$ cat config.mk
export PLATFORM = sky130hd
export DESIGN_NAME = pattern_mem_test_ctrl_flat
export DESIGN_NICKNAME = d
export VERILOG_FILES = /design/src/rtl/pattern_mem_test_ctrl_if.sv /design/src/rtl/pattern_mem_test_ctrl.sv /design/src/flat_wrapper.sv
export SDC_FILE = /design/constraint.sdc
export NUM_CORES = 1
export LEC_CHECK = 0
export CORE_ASPECT_RATIO = 0.8
export CORE_MARGIN = 10
export CORE_UTILIZATION = 40
export CTS_CLUSTER_DIAMETER = 150
export DETAILED_ROUTE_END_ITERATION = 6
export GPL_TIMING_DRIVEN = 1
export HOLD_SLACK_MARGIN = 0.06
export SKIP_LAST_GASP = 1
export SLEW_MARGIN = 20
export SYNTH_ARGS = -nofsm -noshare
export SYNTH_HDL_FRONTEND = slang
export SYNTH_SLANG_ARGS = --single-unit
export TNS_END_PERCENT = 50
$ cat constraint.sdc
create_clock -name clk -period 10.2 [get_ports clk]
set_clock_uncertainty 0.2 [all_clocks]
set_input_delay 3.06 -clock clk [delete_from_list [all_inputs] [get_ports clk]]
set_output_delay 3.06 -clock clk [all_outputs]
set_load 0.02 [all_outputs]
$ cat src/rtl/pattern_mem_test_ctrl_if.sv
// Bus between the RAM self-test sequencer, the memory under test and host status logic.
interface pattern_mem_test_ctrl_if #(
  parameter int DATA_WIDTH = 16,
  parameter int ADDR_WIDTH = 8
);
  logic                  start;
  logic [ADDR_WIDTH-1:0] mem_addr;
  logic [DATA_WIDTH-1:0] mem_wdata;
  logic                  mem_we;
  logic                  mem_re;
  logic [DATA_WIDTH-1:0] mem_rdata;
  logic                  busy;
  logic                  done;
  logic                  pass;
  logic [15:0]           err_count;
  logic [ADDR_WIDTH-1:0] err_addr;

  modport master (
    input  start, mem_rdata,
    output mem_addr, mem_wdata, mem_we, mem_re, busy, done, pass, err_count, err_addr
  );

  modport slave (
    output start, mem_rdata,
    input  mem_addr, mem_wdata, mem_we, mem_re, busy, done, pass, err_count, err_addr
  );
endinterface

$ cat src/rtl/pattern_mem_test_ctrl.sv
// RAM self-test sequencer: writes an additive pattern, reads it back, counts mismatches.
// Optional PMTC_STOP_ON_FAIL_EN: abort the sweep and finish on the first mismatch.
//
// state   | meaning
// S_IDLE  | waiting for start, results held
// S_WRITE | one pattern write per address
// S_READ  | one read issue per address, expected value queued in pipe
// S_DRAIN | no strobes, let the last compares land
// S_DONE  | one-cycle done pulse, results final
module pattern_mem_test_ctrl #(
  parameter int DATA_WIDTH = 16,
  parameter int ADDR_WIDTH = 8,
  parameter int RD_LATENCY = 2,
  parameter int STEP       = 43
) (
  input logic                  clk,
  input logic                  aclr,
  pattern_mem_test_ctrl_if.master bus
);

  localparam int CNT_W = $clog2(RD_LATENCY + 1);
  localparam logic [ADDR_WIDTH-1:0] LAST_ADDR = {ADDR_WIDTH{1'b1}};

  typedef enum logic [2:0] {S_IDLE, S_WRITE, S_READ, S_DRAIN, S_DONE} state_t;

  state_t                state_q;
  logic [ADDR_WIDTH-1:0] mem_addr_q;
  logic [DATA_WIDTH-1:0] acc_q;
  logic                  mem_we_q;
  logic                  mem_re_q;
  logic                  busy_q;
  logic                  done_q;
  logic                  pass_q;
  logic [15:0]           err_count_q;
  logic [15:0]           err_count_d;
  logic [ADDR_WIDTH-1:0] err_addr_q;
  logic [CNT_W-1:0]      drain_q;
  logic                  miscmp;

  logic                  pipe_v_q [RD_LATENCY];
  logic [ADDR_WIDTH-1:0] pipe_a_q [RD_LATENCY];
  logic [DATA_WIDTH-1:0] pipe_e_q [RD_LATENCY];

  always_comb begin
    miscmp      = pipe_v_q[RD_LATENCY-1] && (bus.mem_rdata != pipe_e_q[RD_LATENCY-1]);
    err_count_d = (err_count_q == 16'hFFFF) ? err_count_q : err_count_q + 16'd1;
  end

  always_ff @(posedge clk or posedge aclr) begin
    if (aclr) begin
      state_q     <= S_IDLE;
      mem_addr_q  <= '0;
      acc_q       <= '0;
      mem_we_q    <= 1'b0;
      mem_re_q    <= 1'b0;
      busy_q      <= 1'b0;
      done_q      <= 1'b0;
      pass_q      <= 1'b0;
      err_count_q <= '0;
      err_addr_q  <= '0;
      drain_q     <= '0;
      for (int i = 0; i < RD_LATENCY; i++) begin
        pipe_v_q[i] <= 1'b0;
        pipe_a_q[i] <= '0;
        pipe_e_q[i] <= '0;
      end
    end else begin
      // acc_q is the pattern for the address currently on mem_addr, so it doubles as expected data
      pipe_v_q[0] <= mem_re_q;
      pipe_a_q[0] <= mem_addr_q;
      pipe_e_q[0] <= acc_q;
      for (int i = 1; i < RD_LATENCY; i++) begin
        pipe_v_q[i] <= pipe_v_q[i-1];
        pipe_a_q[i] <= pipe_a_q[i-1];
        pipe_e_q[i] <= pipe_e_q[i-1];
      end

      done_q <= 1'b0;

      if (miscmp) begin
        err_count_q <= err_count_d;
        if (err_count_q == 16'd0) err_addr_q <= pipe_a_q[RD_LATENCY-1];
      end

      case (state_q)
        S_IDLE, S_DONE: begin
          if (bus.start) begin
            state_q     <= S_WRITE;
            busy_q      <= 1'b1;
            mem_we_q    <= 1'b1;
            mem_addr_q  <= '0;
            acc_q       <= '0;
            err_count_q <= '0;
            err_addr_q  <= '0;
            pass_q      <= 1'b0;
          end else begin
            state_q <= S_IDLE;
          end
        end
        S_WRITE: begin
          mem_addr_q <= mem_addr_q + ADDR_WIDTH'(1);
          acc_q      <= acc_q + DATA_WIDTH'(STEP);
          if (mem_addr_q == LAST_ADDR) begin
            state_q  <= S_READ;
            mem_we_q <= 1'b0;
            mem_re_q <= 1'b1;
            acc_q    <= '0;
          end
        end
        S_READ: begin
          mem_addr_q <= mem_addr_q + ADDR_WIDTH'(1);
          acc_q      <= acc_q + DATA_WIDTH'(STEP);
          if (mem_addr_q == LAST_ADDR) begin
            state_q  <= S_DRAIN;
            mem_re_q <= 1'b0;
            acc_q    <= '0;
            drain_q  <= CNT_W'(RD_LATENCY);
          end
        end
        S_DRAIN: begin
          if (drain_q == '0) begin
            state_q <= S_DONE;
            busy_q  <= 1'b0;
            done_q  <= 1'b1;
            pass_q  <= (err_count_q == 16'd0);
          end else begin
            drain_q <= drain_q - CNT_W'(1);
          end
        end
        default: state_q <= S_IDLE;
      endcase

`ifdef PMTC_STOP_ON_FAIL_EN
      if (miscmp && (state_q == S_READ || state_q == S_DRAIN)) begin
        state_q     <= S_DONE;
        mem_re_q    <= 1'b0;
        mem_addr_q  <= '0;
        acc_q       <= '0;
        busy_q      <= 1'b0;
        done_q      <= 1'b1;
        pass_q      <= 1'b0;
        err_count_q <= 16'd1;
        for (int i = 0; i < RD_LATENCY; i++) pipe_v_q[i] <= 1'b0;
      end
`endif
    end
  end

  assign bus.mem_addr  = mem_addr_q;
  assign bus.mem_wdata = acc_q;
  assign bus.mem_we    = mem_we_q;
  assign bus.mem_re    = mem_re_q;
  assign bus.busy      = busy_q;
  assign bus.done      = done_q;
  assign bus.pass      = pass_q;
  assign bus.err_count = err_count_q;
  assign bus.err_addr  = err_addr_q;

endmodule

$ cat src/flat_wrapper.sv
// flat-port wrapper written by rule: the top's interface ports become plain ports
module pattern_mem_test_ctrl_flat 
#(
  parameter int DATA_WIDTH = 16,
  parameter int ADDR_WIDTH = 8,
  parameter int RD_LATENCY = 2,
  parameter int STEP       = 43
)
  (clk, aclr, bus_start, bus_mem_rdata, bus_mem_addr, bus_mem_wdata, bus_mem_we, bus_mem_re, bus_busy, bus_done, bus_pass, bus_err_count, bus_err_addr);
  pattern_mem_test_ctrl_if #(.DATA_WIDTH(DATA_WIDTH), .ADDR_WIDTH(ADDR_WIDTH)) bus_i ();
  input logic clk;
  input logic aclr;
  input wire logic [$bits(bus_i.start)-1:0] bus_start;
  input wire logic [$bits(bus_i.mem_rdata)-1:0] bus_mem_rdata;
  output wire logic [$bits(bus_i.mem_addr)-1:0] bus_mem_addr;
  output wire logic [$bits(bus_i.mem_wdata)-1:0] bus_mem_wdata;
  output wire logic [$bits(bus_i.mem_we)-1:0] bus_mem_we;
  output wire logic [$bits(bus_i.mem_re)-1:0] bus_mem_re;
  output wire logic [$bits(bus_i.busy)-1:0] bus_busy;
  output wire logic [$bits(bus_i.done)-1:0] bus_done;
  output wire logic [$bits(bus_i.pass)-1:0] bus_pass;
  output wire logic [$bits(bus_i.err_count)-1:0] bus_err_count;
  output wire logic [$bits(bus_i.err_addr)-1:0] bus_err_addr;
  assign bus_i.start = bus_start;
  assign bus_i.mem_rdata = bus_mem_rdata;
  assign bus_mem_addr = bus_i.mem_addr;
  assign bus_mem_wdata = bus_i.mem_wdata;
  assign bus_mem_we = bus_i.mem_we;
  assign bus_mem_re = bus_i.mem_re;
  assign bus_busy = bus_i.busy;
  assign bus_done = bus_i.done;
  assign bus_pass = bus_i.pass;
  assign bus_err_count = bus_i.err_count;
  assign bus_err_addr = bus_i.err_addr;
  pattern_mem_test_ctrl #(.DATA_WIDTH(DATA_WIDTH), .ADDR_WIDTH(ADDR_WIDTH), .RD_LATENCY(RD_LATENCY), .STEP(STEP)) u_core (.clk(clk), .aclr(aclr), .bus(bus_i));
endmodule
==> Word level (Yosys, flattened, before mapping) <==
Cells that the tools add are included.
{ "word_totals": {"regBits": 108, "in_bits": 19, "output_inout_bits": 53, "wordCells": 83} }
{ "classes": {"addsub": 4, "n_eq_ne": 12, "mux": 33, "n_reduce_logical": 17} }
{ "op_table": {"columns": ["op", "count"], "rows": [
  ["16-bit 2-to-1 mux", 6],
  ["8-bit 2-to-1 mux", 5],
  ["16-bit case mux with 2 select lines", 1],
  ["16-bit by 1-bit adder with 16-bit output, second input constant", 1],
  ["16-bit by 6-bit adder with 16-bit output, second input constant", 1],
  ["16-bit equality test, second input constant", 1],
  ["16-bit logical NOT", 1],
  ["16-bit != test", 1],
  ["8-bit case mux with 2 select lines", 1],
  ["3-bit AND reduction", 5],
  ["3-bit case mux with 4 select lines", 1],
  ["2-bit nonzero test", 5],
  ["1-bit 2-to-1 mux", 9],
  ["3-bit 2-to-1 mux", 3],
  ["8-bit by 1-bit adder with 8-bit output, second input constant", 1],
  ["8-bit equality test, second input constant", 1],
  ["1-bit case mux with 2 select lines", 4],
  ["3-bit by 2-bit equality test with 1-bit output, second input constant", 2],
  ["2-bit by 1-bit != test with 1-bit output, second input constant", 3],
  ["2-bit 2-to-1 mux", 2],
  ["2-bit != test, second input constant", 2],
  ["2-bit case mux with 2 select lines", 1],
  ["2-bit OR reduction", 2],
  ["3-bit by 1-bit equality test with 1-bit output, second input constant", 1],
  ["other kinds (6)", 6]
]} }

==> Depth between registers and ports, before layout <==
{ "logic_depth": {"depth_word": 5, "ltp_mapped": 7, "mapped_depth_nobuf": 7} }

==> Least setup slack after synthesis <==
Ideal clock, no wire load.
{ "synth_path": {"path_type": "input-to-reg", "startpoint": "input bus_mem_rdata[13]", "endpoint": "register u_core.err_count_q[1] (netlist: u_core.bus.err_count[1])", "setup_ps": 95, "arrival_time_ps": 4262, "required_time_ps": 9905, "setup_slack_ps": 5643, "path_stages": 7, "n_path_buf": 2, "path_cell_list": "xnor2_1 -> nand4_2 -> o41ai_4 -> buf_6 -> buf_8 -> o211ai_1 -> o31ai_1"} }
{ "synth_via": {"elab_chain_cells": 5} }
{ "synth_lines": {"columns": ["item", "line_no", "rtl"], "rows": [
  ["start: declaration", "flat_wrapper.sv:14", "input wire logic [$bits(bus_i.mem_rdata)-1:0] bus_mem_rdata;"],
  ["16-bit != test (*)", "pattern_mem_test_ctrl.sv:45", "miscmp = pipe_v_q[RD_LATENCY-1] && (bus.mem_rdata != pipe_e_q[RD_LATENCY-1]);"],
  ["1-bit logical AND (*)", "pattern_mem_test_ctrl.sv:45", null],
  ["16-bit 2-to-1 mux (*)", "pattern_mem_test_ctrl.sv:80", "if (miscmp) begin"],
  ["16-bit 2-to-1 mux", "pattern_mem_test_ctrl.sv:87", "if (bus.start) begin"],
  ["16-bit 2-to-1 mux (*)", "pattern_mem_test_ctrl.sv:85", "case (state_q)"],
  ["end signal: assignment", "pattern_mem_test_ctrl.sv:81", "err_count_q <= err_count_d;"],
  ["end: declaration", "pattern_mem_test_ctrl.sv:34", "logic [15:0] err_count_q;"]
]} }
Mark *: on every way between the ends. The rest lies on a longest branch, timed or not.
A chain may end at the register's enable or synchronous reset.

==> Final worst setup path <==
{ "layout_path": {"startpoint": "input bus_start", "endpoint": "register u_core.acc_q[8] (netlist: u_core.bus.mem_wdata[8])"} }
{ "layout_via": {"elab_chain_cells": 2} }
{ "layout_lines": {"columns": ["item", "line_no", "rtl"], "rows": [
  ["start: declaration", "flat_wrapper.sv:13", "input wire logic [$bits(bus_i.start)-1:0] bus_start;"],
  ["2-bit != test (no line)", null, null],
  ["2-bit AND reduction (no line)", null, null],
  ["end signal: assignment", "pattern_mem_test_ctrl.sv:102", "acc_q <= acc_q + DATA_WIDTH'(STEP);"],
  ["end signal: assignment", "pattern_mem_test_ctrl.sv:112", "acc_q <= acc_q + DATA_WIDTH'(STEP);"],
  ["end: declaration", "pattern_mem_test_ctrl.sv:28", "logic [DATA_WIDTH-1:0] acc_q;"]
]} }
Every way passes these cells.

==> summary.txt <==
CTS
  • Num Clock Sinks: between 100 and 150
  • Hold Buf Count CTS: 0
  • CTS max path bufs: 2
  • Clock Tree Root: clkbuf_16
  • Clock slew at reported path FFs: 0.07 ns
  • # Post-CTS Setup Buffers: 0
  • H-Tree Depth: 3
  • Post-cts resize count: 0
  • TritonCTS clock tree: done
  • CTS buffer count: 9
  • Worst skew pair latency: 0.35 ns

Cells and area
  • Multi-input combinational cell area: 0.00179 mm2
  • Seq. cell area: 0.00270 mm2
  • FILL cells: 999
  • Area added between synthesis and finish: 24.1%
  • Nets: 503
  • Share of layout cells above drive strength 1: 8.68%
  • Diode count: 0

Setup path
  • CP cell instances: clkdlybuf4s50_1, nor2b_1, o31ai_2, a21oi_1, nor2_1
  • Buf/Inv on CP: 1
  • Largest stage delay, worst path: between 0.8 and 0.9 ns
  • CP required: just over 10 ns
  • Worst-path fanout max: 14
  • CP max-delay cell: o31ai_2
  • CP Capture Type: register
  • WP data arrival: 5.04 ns
  • Startpoint type of the worst setup path: input pin
  • Crit path max-delay family: compound AO/OA/AOI/OAI gates
  • CP Class: in2reg

Logic synthesis
  • Number of synthesized flops with an enable pin: 0
  • Top cells by instance count after synthesis: 108 x dfrtp_1, 30 x nand2_1, 26 x nor2_1
  • Area leader, netlist: dfrtp_1
  • Most common cell in the netlist: dfrtp_1
  • Mapped Cells: 411
  • Post-synth top flop: dfrtp_1
  • Avg Cell Area, Syn: roughly 11 um2
  • Netlist Area Pre-Place: 0.00465 mm2
  • Synth area leaders: dfrtp_1 58%, xnor2_1 3.4%, nand3_1 2.5%
  • Warnings from Yosys: 0
  • Ys async rst share: 100%
  • Syn_nets: approximately 440
  • Sequential share of the synthesized area: 58.1%
  • #FFs+latches synth: around 110
  • Unique masters post-synth: 60
  • Area share of the largest cell type after synthesis: roughly three fifths

Routing
  • Total wire length: 10,700 um
  • Met1 WL: 4780 um
  • Vias: around 3,300
  • DR WL/cell: 16.9 um
  • Residual DRC: 0
  • Initial DRC count: 208
  • Vias per cell: between 5 and 6
  • DR WL met2: 5190 um
  • Initial DRT Pass Iterations: 4
  • WL met3: around 560 um
  • Final ANT Viol Nets: 0
  • Highest routed layer: met4

Die
  • Rows: 35
  • Core box area: 0.0114 mm2
  • Initial core utilization: between 40% and 50%
  • Die width: 141 um
  • I/O pin total: 72
  • Die height: 116 um
  • Die area: 0.0164 mm2

Placement
  • Routability congestion estimate from global placement: between 0.8 and 0.9
  • Port Buffers: 71
  • DP Wirelength: 7690 um

GRT
  • Pin count of the biggest net entering global routing: 56
  • Vias in the first global route: 3,239
  • Gr ovfl total: 0
  • Initial antenna violation count: 0
  • First-pass GRT wire length: 17,300 um
  • GR Util All Layers: 13.2%

STA
  • Crit share post-route: 48.7%
  • Max-slew headroom: 31.2%
  • Setup TNS: 0 ns
  • Worst Hold Slack: between 0.15 and 0.2 ns
  • Setup violations, final: 0
  • Top achievable clock speed: 201 MHz
  • Final Hold Fails: 0
  • RSZ-0062 raised after global routing: false
  • Min cycle time layout: 4.96 ns
  • Least-Margin Pin Slew: around 1 ns
  • Fin. max-slew vios: 0

Min path
  • Hold Crit Class: reg2reg

Pwr
  • Power Density: around 140 mW/mm2
  • Worst VDD drop: just under 0.07 mV
  • Leakage: 2.41 nW
  • Pwr Total: 811 uW

Run status
  • Status: complete, no violations

Run
  • Max Cap Viol: 0
==> sequential cells by signal (all words and copies together) (netlist names) <==
name                  flops
u_core.pipe_e_q          32
u_core.bus.err_count     16
u_core.bus.mem_wdata     16
u_core.pipe_a_q          16
u_core.bus.err_addr       8
u_core.bus.mem_addr       8
u_core.state_q            3
u_core.drain_q            2
u_core.pipe_v_q           2
u_core.bus.busy           1
u_core.bus.done           1
u_core.bus.mem_re         1
u_core.bus.mem_we         1
u_core.bus.pass           1
==> layer usage <==
layer	vias to the layer above	track usage, %
met5	-	0
met4	0	3.37
li1	1607	-
met1	1612	17.0
met2	68	21.2
met3	14	4.23
==> where the power goes <==
group	internal (mW)	switching, mW	total (mW)
sequential	0.431	0.00406	0.435
combinational	0.0149	0.0176	0.0325
clock	0.180	0.164	0.344
total	0.625	0.186	0.811
==> through the flow <==
step	util, %	setup slack [ns]	area (um2)	std cells
floorplan	-	4.09	4650	411
global placement	47.7	4.66	5460	615
detailed placement	47.7	4.56	5460	615
CTS	50.4	4.92	5760	631
global route	50.5	5.11	5770	632
finish	50.5	5.24	5770	632
==> cell families after synthesis <==
logic type                 synth area share, %
DFF                                       58.1
buffers and inverters                     3.42
xor gates and xnor gates                  6.11
AOI/OAI and AO/OA                         14.4
adders and majority gates                 1.35
and+or+nand+nor                           16.6
==> area by class of cell <==
| type | count | area share, % |
|---|---|---|
| clock buffer | 10 | 4.14 |
| tap | 148 | 3.21 |
| timing repair buffer | 74 | 12.8 |
| sequential | 108 | 46.9 |
| clock inverter | 6 | 1.08 |
| multi-input combinational | 273 | 31.0 |
| inverter | 13 | 0.889 |
==> path summary, 6_finish.rpt <==
| path | slack (ns) | from | cells past startpoint | to |
|---|---|---|---|---|
| setup reg to reg | 7.71 | u_core.state_q[0]$_DFFE_PP0P_ | 4 | u_core.bus.mem_wdata[8]$_DFFE_PP0P_ |
| setup / recovery | 5.24 | bus_start | 5 | u_core.bus.mem_wdata[8]$_DFFE_PP0P_ |
| max in group asynchronous | 5.70 | aclr | 3 | u_core.bus.err_count[2]$_DFF_PP0_ |
| hold / removal | 0.15 | u_core.pipe_e_q[19]$_DFF_PP0_ | 0 | u_core.pipe_e_q[3]$_DFF_PP0_ |
| min in group asynchronous | 2.96 | aclr | 2 | u_core.pipe_e_q[15]$_DFF_PP0_ |
| hold reg to reg | 0.15 | u_core.pipe_e_q[19]$_DFF_PP0_ | 0 | u_core.pipe_e_q[3]$_DFF_PP0_ |
==> cells in the final DEF (no fill, tap or decap), types with 6 or more instances in the layout <==
| cell type | instances |
|---|---|
| clkdlybuf4s50_1 | 71 |
| a21oi_1 | 22 |
| inv_1 | 12 |
| nand3_1 | 23 |
| xor2_1 | 7 |
| nand4_1 | 8 |
| o21ai_0 | 19 |
| xnor2_1 | 18 |
| nor2_1 | 26 |
| or4_1 | 6 |
| o31ai_1 | 11 |
| o21ai_1 | 16 |
| nand2_1 | 30 |
| or3_1 | 6 |
| dfrtp_1 | 108 |
| a21oi_2 | 8 |
| and3_1 | 6 |
| clkbuf_16 | 9 |
No activity file was read; power rests on OpenSTA's default activity.
